$ cat config.mk
export PLATFORM = sky130hd
export DESIGN_NAME = cl_ocl_cfg_demux
export DESIGN_NICKNAME = d
export VERILOG_FILES = /design/src/rtl/cl_ocl_cfg_demux.sv
export SDC_FILE = /design/constraint.sdc
export NUM_CORES = 1
export LEC_CHECK = 0
export ABC_AREA = 1
export BUFFER_PORTS_ARGS = -buffer_cell sky130_fd_sc_hd__buf_2
export CORE_AREA = 4 4 310 312
export CTS_BUF_LIST = sky130_fd_sc_hd__clkbuf_8
export CTS_CLUSTER_DIAMETER = 80
export DETAILED_ROUTE_END_ITERATION = 8
export DIE_AREA = 0 0 314 316
export HOLD_SLACK_MARGIN = 0.03
export SYNTH_ARGS = -nofsm -noshare
export SYNTH_HDL_FRONTEND = slang
export SYNTH_SLANG_ARGS = --single-unit
$ cat constraint.sdc
create_clock -name clk -period 5.5 [get_ports clk]
set_input_delay 1.1 -clock clk [delete_from_list [all_inputs] [get_ports clk]]
set_output_delay 1.1 -clock clk [all_outputs]
set_load 0.01 [all_outputs]
$ cat src/rtl/cl_ocl_cfg_demux.sv
// cl_ocl_cfg_demux: AXI-Lite slave to cfg-bus demultiplexer for the OCL BAR.
// One access in flight; the slot is picked from addr[SEL_LSB +: SEL_W].
// Slots >= NUM_SLV answer DECERR with UNMAPPED_DATA. Reads and writes
// share one FSM, and simultaneous requests alternate between read and write.
// Optional feature macro: CL_OCL_DEMUX_TIMEOUT_EN adds an ack timeout that
// answers SLVERR. Without it, WAIT_ACK waits for the ack indefinitely.
module cl_ocl_cfg_demux #(
  parameter int unsigned NUM_SLV       = 16,
  parameter int unsigned SEL_LSB       = 8,
  parameter int unsigned SEL_W         = 4,
  parameter int unsigned TIMEOUT_CYC   = 255,
  parameter logic [31:0] UNMAPPED_DATA = 32'hdead_beef
) (
  input  logic                  clk,
  input  logic                  sync_rst_n,
  input  logic                  flr_assert,
  input  logic [31:0]           awaddr,
  input  logic                  awvalid,
  output logic                  awready,
  input  logic [31:0]           araddr,
  input  logic                  arvalid,
  output logic                  arready,
  input  logic [31:0]           wdata,
  input  logic [3:0]            wstrb,
  input  logic                  wvalid,
  output logic                  wready,
  output logic [1:0]            bresp,
  output logic                  bvalid,
  input  logic                  bready,
  output logic [31:0]           rdata,
  output logic [1:0]            rresp,
  output logic                  rvalid,
  input  logic                  rready,
  output logic [31:0]           cfg_addr,
  output logic [31:0]           cfg_wdata,
  output logic [3:0]            cfg_wstrb,
  output logic [NUM_SLV-1:0]    cfg_wr,
  output logic [NUM_SLV-1:0]    cfg_rd,
  input  logic [NUM_SLV-1:0]    cfg_ack,
  input  logic [NUM_SLV*32-1:0] cfg_rdata,
  output logic [15:0]           err_cnt
);

  typedef enum logic [2:0] {
    ST_IDLE     = 3'd0,
    ST_WR_DATA  = 3'd1,
    ST_REQ      = 3'd2,
    ST_WAIT_ACK = 3'd3,
    ST_RESP     = 3'd4
  } state_e;

  state_e             state_q, state_d;
  logic [31:0]        addr_q, addr_d;
  logic [31:0]        wdata_q, wdata_d;
  logic [3:0]         wstrb_q, wstrb_d;
  logic               is_wr_q, is_wr_d;
  logic               last_wr_q, last_wr_d;
  logic               bvalid_q, bvalid_d;
  logic               rvalid_q, rvalid_d;
  logic [1:0]         bresp_q, bresp_d;
  logic [1:0]         rresp_q, rresp_d;
  logic [31:0]        rdata_q, rdata_d;
  logic [NUM_SLV-1:0] cfg_wr_q, cfg_wr_d;
  logic [NUM_SLV-1:0] cfg_rd_q, cfg_rd_d;
  logic [15:0]        err_cnt_q, err_cnt_d;
`ifdef CL_OCL_DEMUX_TIMEOUT_EN
  logic [15:0]        tmo_cnt_q, tmo_cnt_d;
`endif

  logic               ack_sel_s;
  logic [31:0]        rdata_sel_s;
  logic               fin_s;
  logic [1:0]         fin_resp_s;
  logic [31:0]        fin_data_s;
  logic               err_inc_s;

  function automatic logic [SEL_W-1:0] slot_of(input logic [31:0] a);
    return a[SEL_LSB +: SEL_W];
  endfunction

  function automatic logic slot_mapped(input logic [SEL_W-1:0] s);
    return (32'(s) < NUM_SLV);
  endfunction

  // Pick the ack and read data of the slot addressed by the current access.
  always_comb begin
    ack_sel_s   = 1'b0;
    rdata_sel_s = 32'h0000_0000;
    for (int i = 0; i < int'(NUM_SLV); i++) begin
      ack_sel_s   = (32'(slot_of(addr_q)) == 32'(i)) ? cfg_ack[i] : ack_sel_s;
      rdata_sel_s = (32'(slot_of(addr_q)) == 32'(i)) ? cfg_rdata[32*i +: 32] : rdata_sel_s;
    end
  end

  // Next-state, handshake and response computation; FLR overrides everything.
  always_comb begin
    state_d    = state_q;
    addr_d     = addr_q;
    wdata_d    = wdata_q;
    wstrb_d    = wstrb_q;
    is_wr_d    = is_wr_q;
    last_wr_d  = last_wr_q;
    bvalid_d   = bvalid_q;
    rvalid_d   = rvalid_q;
    bresp_d    = bresp_q;
    rresp_d    = rresp_q;
    rdata_d    = rdata_q;
    cfg_wr_d   = '0;
    cfg_rd_d   = '0;
    awready    = 1'b0;
    arready    = 1'b0;
    wready     = 1'b0;
    fin_s      = 1'b0;
    fin_resp_s = 2'b00;
    fin_data_s = 32'h0000_0000;
    err_inc_s  = 1'b0;
`ifdef CL_OCL_DEMUX_TIMEOUT_EN
    tmo_cnt_d  = tmo_cnt_q;
`endif

    case (state_q)
      ST_IDLE: begin
        // Write wins unless both request and the last completed one was a write.
        if (awvalid && (!arvalid || !last_wr_q)) begin
          awready = 1'b1;
          addr_d  = awaddr;
          is_wr_d = 1'b1;
          state_d = ST_WR_DATA;
        end else if (arvalid) begin
          arready = 1'b1;
          addr_d  = araddr;
          is_wr_d = 1'b0;
          state_d = ST_REQ;
        end else begin
          state_d = ST_IDLE;
        end
      end
      ST_WR_DATA: begin
        wready = wvalid;
        if (wvalid) begin
          wdata_d = wdata;
          wstrb_d = wstrb;
          state_d = ST_REQ;
        end else begin
          state_d = ST_WR_DATA;
        end
      end
      ST_REQ: begin
        if (slot_mapped(slot_of(addr_q))) begin
          state_d = ST_WAIT_ACK;
`ifdef CL_OCL_DEMUX_TIMEOUT_EN
          tmo_cnt_d = 16'h0000;
`endif
        end else begin
          fin_s      = 1'b1;
          fin_resp_s = 2'b11;
          fin_data_s = UNMAPPED_DATA;
          err_inc_s  = 1'b1;
        end
      end
      ST_WAIT_ACK: begin
        if (ack_sel_s) begin
          fin_s      = 1'b1;
          fin_resp_s = 2'b00;
          fin_data_s = rdata_sel_s;
        end else begin
`ifdef CL_OCL_DEMUX_TIMEOUT_EN
          // The pulse cycle counts as the first waited cycle, hence the +2.
          if ((32'(tmo_cnt_q) + 32'd2) >= TIMEOUT_CYC) begin
            fin_s      = 1'b1;
            fin_resp_s = 2'b10;
            fin_data_s = UNMAPPED_DATA;
            err_inc_s  = 1'b1;
          end else begin
            tmo_cnt_d = tmo_cnt_q + 16'd1;
          end
`else
          state_d = ST_WAIT_ACK;
`endif
        end
      end
      ST_RESP: begin
        if (is_wr_q ? bready : rready) begin
          bvalid_d  = 1'b0;
          rvalid_d  = 1'b0;
          last_wr_d = is_wr_q;
          state_d   = ST_IDLE;
        end else begin
          state_d = ST_RESP;
        end
      end
      default: begin
        state_d = ST_IDLE;
      end
    endcase

    if (fin_s) begin
      state_d = ST_RESP;
      if (is_wr_q) begin
        bvalid_d = 1'b1;
        bresp_d  = fin_resp_s;
      end else begin
        rvalid_d = 1'b1;
        rresp_d  = fin_resp_s;
        rdata_d  = fin_data_s;
      end
    end else begin
      state_d = state_d;
    end

    err_cnt_d = (err_inc_s && (err_cnt_q != 16'hffff)) ? (err_cnt_q + 16'd1) : err_cnt_q;

    // Pulses are registered, so they are raised on entry into REQ.
    for (int i = 0; i < int'(NUM_SLV); i++) begin
      cfg_wr_d[i] = (state_d == ST_REQ) && (32'(slot_of(addr_d)) == 32'(i)) && is_wr_d;
      cfg_rd_d[i] = (state_d == ST_REQ) && (32'(slot_of(addr_d)) == 32'(i)) && !is_wr_d;
    end

    if (flr_assert) begin
      state_d   = ST_IDLE;
      awready   = 1'b0;
      arready   = 1'b0;
      wready    = 1'b0;
      bvalid_d  = 1'b0;
      rvalid_d  = 1'b0;
      cfg_wr_d  = '0;
      cfg_rd_d  = '0;
      err_cnt_d = err_cnt_q;
      last_wr_d = last_wr_q;
    end else begin
      state_d = state_d;
    end
  end

  // State and output registers.
  always_ff @(posedge clk or negedge sync_rst_n) begin
    if (!sync_rst_n) begin
      state_q   <= ST_IDLE;
      addr_q    <= 32'h0000_0000;
      wdata_q   <= 32'h0000_0000;
      wstrb_q   <= 4'h0;
      is_wr_q   <= 1'b0;
      last_wr_q <= 1'b0;
      bvalid_q  <= 1'b0;
      rvalid_q  <= 1'b0;
      bresp_q   <= 2'b00;
      rresp_q   <= 2'b00;
      rdata_q   <= 32'h0000_0000;
      cfg_wr_q  <= '0;
      cfg_rd_q  <= '0;
      err_cnt_q <= 16'h0000;
`ifdef CL_OCL_DEMUX_TIMEOUT_EN
      tmo_cnt_q <= 16'h0000;
`endif
    end else begin
      state_q   <= state_d;
      addr_q    <= addr_d;
      wdata_q   <= wdata_d;
      wstrb_q   <= wstrb_d;
      is_wr_q   <= is_wr_d;
      last_wr_q <= last_wr_d;
      bvalid_q  <= bvalid_d;
      rvalid_q  <= rvalid_d;
      bresp_q   <= bresp_d;
      rresp_q   <= rresp_d;
      rdata_q   <= rdata_d;
      cfg_wr_q  <= cfg_wr_d;
      cfg_rd_q  <= cfg_rd_d;
      err_cnt_q <= err_cnt_d;
`ifdef CL_OCL_DEMUX_TIMEOUT_EN
      tmo_cnt_q <= tmo_cnt_d;
`endif
    end
  end

  assign bvalid    = bvalid_q;
  assign rvalid    = rvalid_q;
  assign bresp     = bresp_q;
  assign rresp     = rresp_q;
  assign rdata     = rdata_q;
  assign cfg_addr  = addr_q;
  assign cfg_wdata = wdata_q;
  assign cfg_wstrb = wstrb_q;
  assign cfg_wr    = cfg_wr_q;
  assign cfg_rd    = cfg_rd_q;
  assign err_cnt   = err_cnt_q;

endmodule

# After elaboration in Yosys (flattened, before gate mapping)
# Index checks and enable logic that the tools add are counted.
# totals
ff_bits,139
in_bits,636
out_inout_bits,157
wordCells,182
# classes
eq_ne,35
n_mux,72
bitwise_logic,2
n_reduce_logical,61
# ops
cell,count
$mux W32,20
$eq A4 B4 Y1 const B,16
$logic_and A1 B1 Y1,49
$mux W1,41
$eq A4 B3 Y1 const B,8
$mux W16,2
$eq A4 B2 Y1 const B,4
$pmux W3 S5,1
$mux W12,1
$mux W3,4
$eq A3 B2 Y1 const B,3
$eq A4 B1 Y1 const B,2
$logic_not A4 Y1,2
$mux W2,3
$reduce_and A2 Y1,3
$eq A3 B1 Y1 const B,1
$eq A3 B3 Y1 const B,1
$logic_not A1 Y1,3
$logic_not A3 Y1,1
$reduce_and A3 Y1,1
$not A1 Y1,2
$reduce_bool A2 Y1,1
$logic_or A1 B1 Y1,1

# Longest topological paths before layout
# Gate-level depths: netlist (run 1).
# logic_depth
depth_word,24
depth_mapped,17
ltp_nobuf,16

# Worst setup path after synthesis (run 1)
# No wires, ideal clock.
# synth_path
path_type,input -> output
startpoint,input wvalid
endpoint,output wready
t_arrival_ns,1.976
t_required_ns,4.400
setup_slack_ns,2.424
cell_stages,4
path_buffers,2
cell_sequence,nand3_1 > clkbuf_1 > clkbuf_1 > nor2_1
# synth_via
elab_chain_len,2
# synth_lines
item,line,text
"start, declared",25,"input logic wvalid,"
$mux W1,121,case (state_q)
$mux W1,219,if (flr_assert) begin
"end, declared",26,"output logic wready,"
# No other way between the ends.

# Final worst setup path (run 1)
# layout_path
startpoint,register addr_q[8] (netlist: cfg_addr[8])
endpoint,register rdata_q[14] (netlist: rdata[14])
# layout_via
elab_chain_len,20
word_cells_on_any_way,53
cone_classes,eq/ne (15); mux (36); reduce/logical (2)
# layout_lines
item,line,text
"start, declared",53,"logic [31:0] addr_q, addr_d;"
"start signal, assigned",257,addr_q <= addr_d;
$logic_not A4 Y1,"90, 91",
$mux W1 (16 in a row),90,ack_sel_s = (32'(slot_of(addr_q)) == 32'(i)) ? cfg_ack[i] : ack_sel_s;
$mux W1,162,if (ack_sel_s) begin
$mux W1,-,
$reduce_and A2 Y1 (no line),-,
"end signal, assigned",266,rdata_q <= rdata_d;
"end, declared",62,"logic [31:0] rdata_q, rdata_d;"
# Parallel ways exist; a longest one is shown, timed or not.
# A chain may end at the register's enable or synchronous reset.

==> run_results.csv, run 1 <==
group,metric,value,unit
status,outcome,"finished, final reports clean",
synth,synth-xor-area-share,0,%
synth,synth_edf_count,0,
power_and_ir_drop,power.switching,4.12,mW
drt,num_vias,13700,
power_and_ir_drop,power.leakage,8.08,nW
power_and_ir_drop,worst_ir_drop_vdd,0.000210,V
synth,synth_top_area_share,35.3,%
timing,fin_crit,4.23,ns
timing,rsz0062_at_grt,"no",
synth,synth.area.mux_share,4.11,%
clocking,cts.sinks,139,
synth,synthAdderAreaFrac,0,%
drt,post_drt_wl_per_cell,23.8,um
clocking,cts-resized-gates,0,
timing,timing.setup.tns,0,ns
critical_path,critPathKind,"reg2reg",
drt,drc,0,
critical_path,r2r-start,"cfg_addr[8]",
floorplanning,core_area,93000,um^2
timing,hold_viol,0,
timing,max_freq,0.236,GHz
critical_path,critical_path.startpoint,"cfg_addr[8]",
power_and_ir_drop,p_per_area,471,nW/um^2
power_and_ir_drop,p_seq_share,21.8,%
place,io_buffers,772,
clocking,clkTransAtPathRegs,0.09,ns
power_and_ir_drop,design_power_total,7.39,mW
synth,synth_area_per_cell,6.38,um^2
drt,vias_per_cell,3.82,
clocking,cts-buffers-inserted,17,
critical_path,r2r_setup_slack,1.27,ns
synth,async_reset_ff_share,100,%
final_layout,drive_gt1_share,39.9,%
critical_path,critical_path.endpoint,"rdata[14]",
power_and_ir_drop,clkPwrFrac,12.9,%
timing,drv_slew,0,
drt,first_pass_iters,5,
power_and_ir_drop,power.share.switching,55.7,%
clocking,post_cts_buffers,0,
floorplanning,placementRows,112,
synth,synth_top_family_by_area,"simple AND/OR/NAND/NOR gates",
clocking,cts_buffer_depth,2,
global_route,grt_pass1_wl,111000,um
drt,drtIter0Drc,1072,
timing,worst_pin_slew,1.01,ns
critical_path,reg2reg_to,"rdata[14]",
critical_path,crit_required,5.91,ns
clocking,htree_levels,4,
final_layout,syn_to_final_growth,59.2,%
timing,period_share,76.9,%
clocking,hold_buffers,0,
synth,synth-simple-area-share,43.9,%
final_layout,fin_area,15700,um^2
synth,synth-compound-area-share,6.21,%
place,gp_congestion,0.931,
global_route,grt_max_degree,100,
final_layout,fin_nets,2924,
power_and_ir_drop,p_int,3.27,mW
floorplanning,io_pins,793,
hold_path,hold_path.class,"reg2reg",
critical_path,worstSetupEndpointType,"flip-flop",
critical_path,reg2regPathDepth,15,
critical_path,critPathMaxFanout,37,
synth,syn_area,9850,um^2
drt,ant_nets,0,
drt,wl,85000,um
global_route,grt_usage,16.3,%
place,place_area,15200,um^2
global_route,gr-total-overflow,0,
timing,relSlewSlack,32.6,%
floorplanning,start_util,10.6,%
clocking,clkLatencyLatePin,0.52,ns
clocking,cts_tree,"done",
floorplanning,die_w,314,um
job,drv_cap,0,
global_route,antenna_found_initial,52,
place,post-dp-hpwl,74300,um
synth,ys_warn_count,0,
clocking,cts_root_buf,"clkbuf_8",
final_layout,final_common_cell,"buf_2",
hold_path,whs_path_depth,2,
floorplanning,die_h,316,um
critical_path,cp-start-kind,"flip-flop",
synth,ys_seq_area_share,35.3,%
timing,worst_clock_skew,0.0204,ns
final_layout,layout_common_cells,"771 x buf_2, 558 x nand2_1, 195 x nor2_1",
timing,finalSetupViolCount,0,
synth,synthCells,1545,
synth,synth_cell_types,31,
synth,synth_area_leaders,"dfrtp_1 35%, nand2_1 21%, nor2_1 7.9%",
critical_path,crit_arrival,4.65,ns
synth,synth_top_flop_cell,"dfrtp_1",
floorplanning,dieArea,99200,um^2
power_and_ir_drop,p_comb_share,65.2,%
synth,yosysTopAreaCell,"dfrtp_1",
synth,ys_ff_latch,139,
global_route,grt_pass1_vias,13800,
==> cells in the mapped netlist (5+ instances only) <==
| library cell | count |
|---|---|
| inv_1 | 140 |
| o21ai_0 | 38 |
| nor3_1 | 11 |
| buf_4 | 23 |
| and2_1 | 19 |
| inv_2 | 6 |
| o22ai_1 | 5 |
| nor2_1 | 208 |
| dfrtp_1 | 139 |
| clkbuf_1 | 64 |
| nand4_1 | 91 |
| a21oi_1 | 30 |
| o21a_1 | 28 |
| mux2_2 | 36 |
| or2_2 | 19 |
| nand3_1 | 103 |
| nand2_1 | 560 |
==> worst min path at each step <==
stage,start,slack (ns),endpoint
finish,rdata[12],0.48,rdata[12]
global route,cfg_addr[20],0.51,cfg_addr[20]
CTS,rdata[12],0.49,rdata[12]
detailed placement,rdata[12],0.46,rdata[12]
global placement,cfg_addr[26],0.47,cfg_addr[26]
floorplan,last_wr_q,0.49,last_wr_q
==> metrics by stage <==
step                      util, %  std cells  hold slack [ns]  setup WS, ns
after detailed placement     16.4       3523            0.464          1.22
after global placement       16.4       3523            0.469          1.30
final                        16.9       3571            0.484          1.27
after floorplan                 -       1564            0.495          2.42
after global routing         16.8       3556            0.510         0.970
after CTS                    16.8       3555            0.489          1.19
==> layer usage <==
layer | track usage, % | part of all wire (%) | vias up
li1 | - | - | 6357
met1 | 20.8 | 42 | 6367
met2 | 27.1 | 46 | 797
met3 | 4.69 | 8.5 | 103
met4 | 4.15 | 2.3 | 28
met5 | 0 | 0.23 | -
==> kinds of logic (layout without fill, tap and decap cells) <==
group / Yosys count / in the layout
AOI/OAI and AO/OA: 105 / 105
buffers and inverters: 244 / 981
and+or+nand+nor: 1020 / 1020
other: 1 / 36
DFF: 139 / 139
muxes: 36 / 36
==> cell type report <==
| class | count | area, um^2 |
|---|---|---|
| Antenna cell | 16 | 40.0 |
| Fill cell | 10900 | 77400 |
| Sequential cell | 139 | 3480 |
| Clock buffer | 17 | 234 |
| Inverter | 148 | 558 |
| Multi-Input combinational cell | 1181 | 5530 |
| Tap cell | 1254 | 1570 |
| Clock inverter | 15 | 188 |
| Timing Repair Buffer | 801 | 4090 |
==> worst max-delay path, stage by stage (launching register included) <==
cell and delay [ns]:
dfrtp_1 0.45, inv_1 0.13, nand2_1 0.25, nor2_4 0.75, buf_4 0.34, nand2_1 0.07
nand4_1 0.08, nand2_1 0.06, nand4_1 0.10, nor3_1 0.06, nand4_1 0.15, nand2_2 0.16
nor2_4 0.79, inv_4 0.43, nor2_1 0.20, nor2_1 0.07
==> power groups by stage <==
| stage | Combinational, mW | Sequential, mW | Clock, mW |
|---|---|---|---|
| global route | 5.35 | 1.66 | 1.03 |
| floorplan | 2.02 | 1.79 | 0 |
| finish | 4.82 | 1.61 | 0.957 |
| CTS | 5.06 | 1.61 | 0.990 |
| global placement | 5.03 | 1.61 | 0 |
| detailed placement | 5.04 | 1.63 | 0 |
==> flip-flops by register name, summed over array words and instances (netlist names) <==
name / count
cfg_addr: 32
cfg_wdata: 32
rdata: 32
cfg_rd: 16
cfg_wr: 16
cfg_wstrb: 4
state_q: 3
bvalid: 1
is_wr_q: 1
last_wr_q: 1
rvalid: 1
Power figures use the tool's default switching activity.
==> run 2: changes to the inputs <==
CORE_AREA = 4 4 303 305   (was 4 4 310 312)
DIE_AREA = 0 0 307 309   (was 0 0 314 316)
clock period = 4.29 ns   (was 5.5 ns; I/O delays follow)
==> run 2 against run 1 <==
  * Clock power is 19% higher
  * Die area is 4.4% lower
  * Highest routed layer unchanged
  * Largest power group unchanged
  * Critical path depth is 3 lower
  * First-iteration DRC count is 24% lower
  * Design area is 0.27% lower
  * Global-route usage is 0.074 points higher
  * Core utilization is 0.66 points higher
  * Cell count is 1.7% lower
  * Critical endpoint is now rdata[24]
  * Setup slack worse by 0.58 ns
  * Hold slack worse by 0.053 ns
  * Via count is 1.9% lower
==> run_results.csv, run 2 (synthesis gave the netlist of run 1 again) <==
group,metric,value,unit
final_layout,final_common_cell,"buf_2",
critical_path,cp-start-kind,"flip-flop",
clocking,cts-buffers-inserted,17,
critical_path,critPathMaxFanout,26,
drt,drc,0,
global_route,antenna_found_initial,79,
timing,max_freq,0.278,GHz
timing,relSlewSlack,24.7,%
power_and_ir_drop,power.leakage,8.09,nW
final_layout,drive_gt1_share,40.0,%
floorplanning,die_h,309,um
job,drv_cap,0,
clocking,htree_levels,4,
floorplanning,core_area,89300,um^2
clocking,clkLatencyLatePin,0.53,ns
floorplanning,io_pins,793,
timing,worst_clock_skew,0.0115,ns
clocking,cts-resized-gates,0,
final_layout,layout_common_cells,"771 x buf_2, 558 x nand2_1, 195 x nor2_1",
timing,hold_viol,0,
floorplanning,placementRows,110,
timing,finalSetupViolCount,0,
clocking,cts_root_buf,"clkbuf_8",
clocking,clkTransAtPathRegs,0.09,ns
global_route,grt_pass1_vias,13200,
status,outcome,"finished, final reports clean",
global_route,grt_usage,16.4,%
critical_path,critPathKind,"reg2reg",
drt,num_vias,13400,
drt,vias_per_cell,3.82,
critical_path,crit_arrival,4.02,ns
drt,first_pass_iters,5,
timing,rsz0062_at_grt,"no",
drt,wl,81200,um
timing,timing.setup.tns,0,ns
clocking,cts_buffer_depth,2,
clocking,hold_buffers,0,
place,gp_congestion,0.897,
final_layout,syn_to_final_growth,58.7,%
timing,drv_slew,0,
final_layout,final_core_util,17.5,%
place,post-dp-hpwl,71400,um
timing,worst_pin_slew,1.13,ns
final_layout,regArea,3480,um^2
final_layout,fin_nets,2929,
power_and_ir_drop,worst_ir_drop_vdd,0.000254,V
drt,post_drt_wl_per_cell,23.1,um
timing,fin_crit,3.60,ns
timing,period_share,84.0,%
floorplanning,dieArea,94900,um^2
critical_path,crit_required,4.70,ns
global_route,grt_pass1_wl,107000,um
floorplanning,die_w,307,um
clocking,post_cts_buffers,0,
clocking,cts_tree,"done",
hold_path,hold_path.class,"in2async",
floorplanning,start_util,11.0,%
clocking,cts.sinks,139,
drt,ant_nets,0,
power_and_ir_drop,p_per_area,604,nW/um^2
final_layout,multi_input_area,5530,um^2
drt,drtIter0Drc,816,
place,io_buffers,772,
critical_path,worstSetupEndpointType,"flip-flop",
global_route,grt_max_degree,90,
global_route,gr-total-overflow,0,
final_layout,fillCellCount,10400,
[run 2: report_power, final]
group / switching (mW) / internal [mW] / leakage [nW]
Clock: 0.611 / 0.530 / 0.184
Sequential: 0.287 / 1.79 / 1.69
Combinational: 4.35 / 1.88 / 6.21
Total: 5.25 / 4.19 / 8.09
[run 2: path summary, 6_finish.rpt]
kind	end	slack, ns	start	cells past startpoint
hold reg to reg	rdata[8]	0.48	rdata[8]	2
setup reg to reg	rdata[24]	0.69	cfg_addr[10]	12
min in group clk	rdata[8]	0.48	rdata[8]	2
hold / removal	cfg_rd[13]	0.43	sync_rst_n	1
max in group asynchronous	cfg_addr[20]	2.94	sync_rst_n	2
setup / recovery	rdata[24]	0.69	cfg_addr[10]	12
[run 2: cell type report]
cell class	instances	area share (%)
clock inverter	13	0.936
tap	1176	9.41
inverter	148	3.57
sequential	139	22.2
clock buffer	18	1.58
antenna	29	0.464
timing repair buffer	806	26.5
multi-input combinational	1181	35.3
[run 2: per-stage QoR]
step | std cells | total power, mW | hold WS [ns] | worst slack (ns) | cell area, um^2
3_5_place_dp | 3450 | 8.61 | 0.465 | 0.624 | 15200
4_1_cts | 3481 | 9.80 | 0.417 | 0.582 | 15600
2_1_floorplan | 1564 | 4.88 | 0.495 | 1.70 | 9920
3_3_place_gp | 3450 | 8.57 | 0.468 | 0.651 | 15200
6_report | 3510 | 9.44 | 0.431 | 0.687 | 15600
5_1_grt | 3485 | 10.3 | 0.468 | 0.433 | 15600
[run 2: routing by layer]
layer | global-route usage (%) | routed length, um | vias to the layer above
met5 | 0 | 348 | -
met4 | 3.94 | 1930 | 54
met3 | 7.36 | 8830 | 136
met2 | 27.7 | 38000 | 680
met1 | 19.1 | 32200 | 6131
li1 | - | - | 6396
[run 2: critical path: stages, from the launching register on]
cell     delay (ns)
dfrtp_1        0.46
nor2_1         0.23
nand2_2        0.33
buf_4          0.34
o21ai_0        0.42
nand4_1        0.16
nor2_1         0.23
nand4_1        0.28
nor2_1         0.51
nand4_1        0.15
nor2_1         0.13
nand3_1        0.07
and2_1         0.14
==> run 3: changes to the inputs <==
clock period = 3.71 ns   (was 4.29 ns; I/O delays follow)
==> run 3 against run 2 <==
  * Hold slack got worse by 0.18 ns
  * Clock skew rose by 0.0045 ns
  * Clock power rose by 12%
  * Global-route usage barely moved
==> run_results.csv, run 3 (synthesis gave the netlist of run 1 again) <==
group,metric,value,unit
status,outcome,"finished, final reports clean",
timing,rsz0062_at_grt,"no",
critical_path,slowest_delay,0.56,ns
power_and_ir_drop,p_int,4.98,mW
place,post-dp-hpwl,71300,um
clocking,cts.sinks,139,
timing,drv_slew,0,
final_layout,fin_area,15700,um^2
critical_path,reg2reg_to,"rdata[7]",
floorplanning,io_pins,793,
clocking,cts-buffers-inserted,17,
drt,ant_nets,0,
global_route,antenna_found_initial,60,
job,drv_cap,0,
power_and_ir_drop,p_comb_share,67.0,%
drt,num_vias,13500,
drt,wl,81300,um
global_route,grt_max_degree,67,
place,io_buffers,772,
floorplanning,placementRows,110,
critical_path,reg2regPathDepth,12,
drt,vias_per_cell,3.84,
hold_path,hold_path.class,"in2async",
clocking,cts_tree,"done",
critical_path,r2r-start,"cfg_addr[10]",
place,place_area,15300,um^2
critical_path,critPathSlowestCell,"o21ai_0",
final_layout,syn_to_final_growth,59.8,%
clocking,clkLatencyLatePin,0.52,ns
critical_path,worstSetupEndpointType,"flip-flop",
critical_path,critPathKind,"reg2reg",
power_and_ir_drop,clkPwrFrac,11.5,%
floorplanning,die_w,307,um
floorplanning,dieArea,94900,um^2
power_and_ir_drop,worst_ir_drop_vdd,0.000288,V
timing,finalSetupViolCount,0,
timing,timing.setup.tns,0,ns
power_and_ir_drop,power.switching,6.18,mW
critical_path,critPathMaxFanout,51,
global_route,grt_usage,16.4,%
power_and_ir_drop,power.share.switching,55.4,%
floorplanning,die_h,309,um
drt,drtIter0Drc,895,
clocking,cts_root_buf,"clkbuf_8",
power_and_ir_drop,p_seq_share,21.4,%
timing,hold_viol,0,
critical_path,crit_family,"simple AND/OR/NAND/NOR gates",
clocking,hold_buffers,0,
timing,max_freq,0.288,GHz
global_route,gr-total-overflow,0,
final_layout,regArea,3480,um^2
timing,worst_pin_slew,0.932,ns
power_and_ir_drop,power.leakage,8.16,nW
critical_path,cp-start-kind,"flip-flop",
timing,fin_crit,3.47,ns
timing,worst_clock_skew,0.0161,ns
timing,period_share,93.6,%
final_layout,layout_common_cells,"771 x buf_2, 558 x nand2_1, 190 x nor2_1",
final_layout,final_common_cell,"buf_2",
critical_path,crit_required,4.13,ns
timing,relSlewSlack,37.8,%
floorplanning,start_util,11.0,%
critical_path,path_cells,"nor2_2, nand2_2, buf_12, o21ai_0, nand4_1, nor2_1, nand4_1, nor2_1, nand4_1, nor2_1, nand3_1, and2_1",
place,gp_congestion,0.906,
critical_path,path_buf_inv,1,
final_layout,final_core_util,17.6,%
floorplanning,core_area,89300,um^2
global_route,grt_pass1_vias,13300,
clocking,clkTransAtPathRegs,0.10,ns
final_layout,multi_input_area,5550,um^2
drt,drc,0,
final_layout,drive_gt1_share,40.6,%
critical_path,r2r_setup_slack,0.24,ns
critical_path,crit_arrival,3.89,ns
global_route,grt_pass1_wl,107000,um
final_layout,fin_nets,2941,
power_and_ir_drop,p_per_area,709,nW/um^2
final_layout,fillCellCount,10400,
clocking,htree_levels,4,
drt,post_drt_wl_per_cell,23.1,um
drt,first_pass_iters,5,
clocking,cts_buffer_depth,2,
run 3: how the worst max path moves through the flow:
stage,startpoint,end,slack (ns),cells after the start
global route,cfg_addr[10],rdata[20],0.008,13
finish,cfg_addr[10],rdata[7],0.24,12
CTS,cfg_addr[10],rdata[29],0.02,12
detailed placement,cfg_addr[10],rdata[20],-0.30,14
floorplan,wvalid,wready,1.35,4
global placement,cfg_addr[10],rdata[2],-0.32,13
run 3: power by group through the flow:
stage,clock (mW),combinational (mW),sequential (mW)
after floorplan,0,2.99,2.65
after global placement,0,7.81,2.39
after detailed placement,0,7.77,2.41
after CTS,1.35,7.82,2.39
after global routing,1.40,8.32,2.46
final,1.28,7.48,2.39
run 3: metal layers:
layer  up-vias  routed length [um]  track usage, %
met2       695               37500            27.1
met3       133                7880            6.22
li1       6406                   -               -
met4        26                2200            4.50
met1      6246               33500            19.9
met5         -                 172               0
run 3: layout make-up:
class / instances / share of cell area, %
well taps: 1176 / 9.34
flip-flops and latches: 139 / 22.1
diodes: 24 / 0.381
inverters: 148 / 3.54
multi-input cells: 1181 / 35.3
repair buffers: 818 / 26.9
clock inverters: 12 / 0.707
clock buffers: 20 / 1.75
run 3: through the flow:
| stage | cells | hold slack (ns) | power [mW] | setup WS [ns] |
|---|---|---|---|---|
| global placement | 3462 | 0.467 | 10.2 | -0.321 |
| detailed placement | 3462 | 0.465 | 10.2 | -0.298 |
| CTS | 3494 | 0.207 | 11.6 | 0.0221 |
| floorplan | 1564 | 0.446 | 5.64 | 1.35 |
| global route | 3498 | 0.239 | 12.2 | 0.00787 |
| finish | 3518 | 0.246 | 11.2 | 0.239 |
run 3: timing repair:
action | in CTS | in global routing
resized for setup | 5 | 2
endpoints found under the setup margin | 5 | 2
buffers inserted | 0 | 0
cloned | 0 | 0
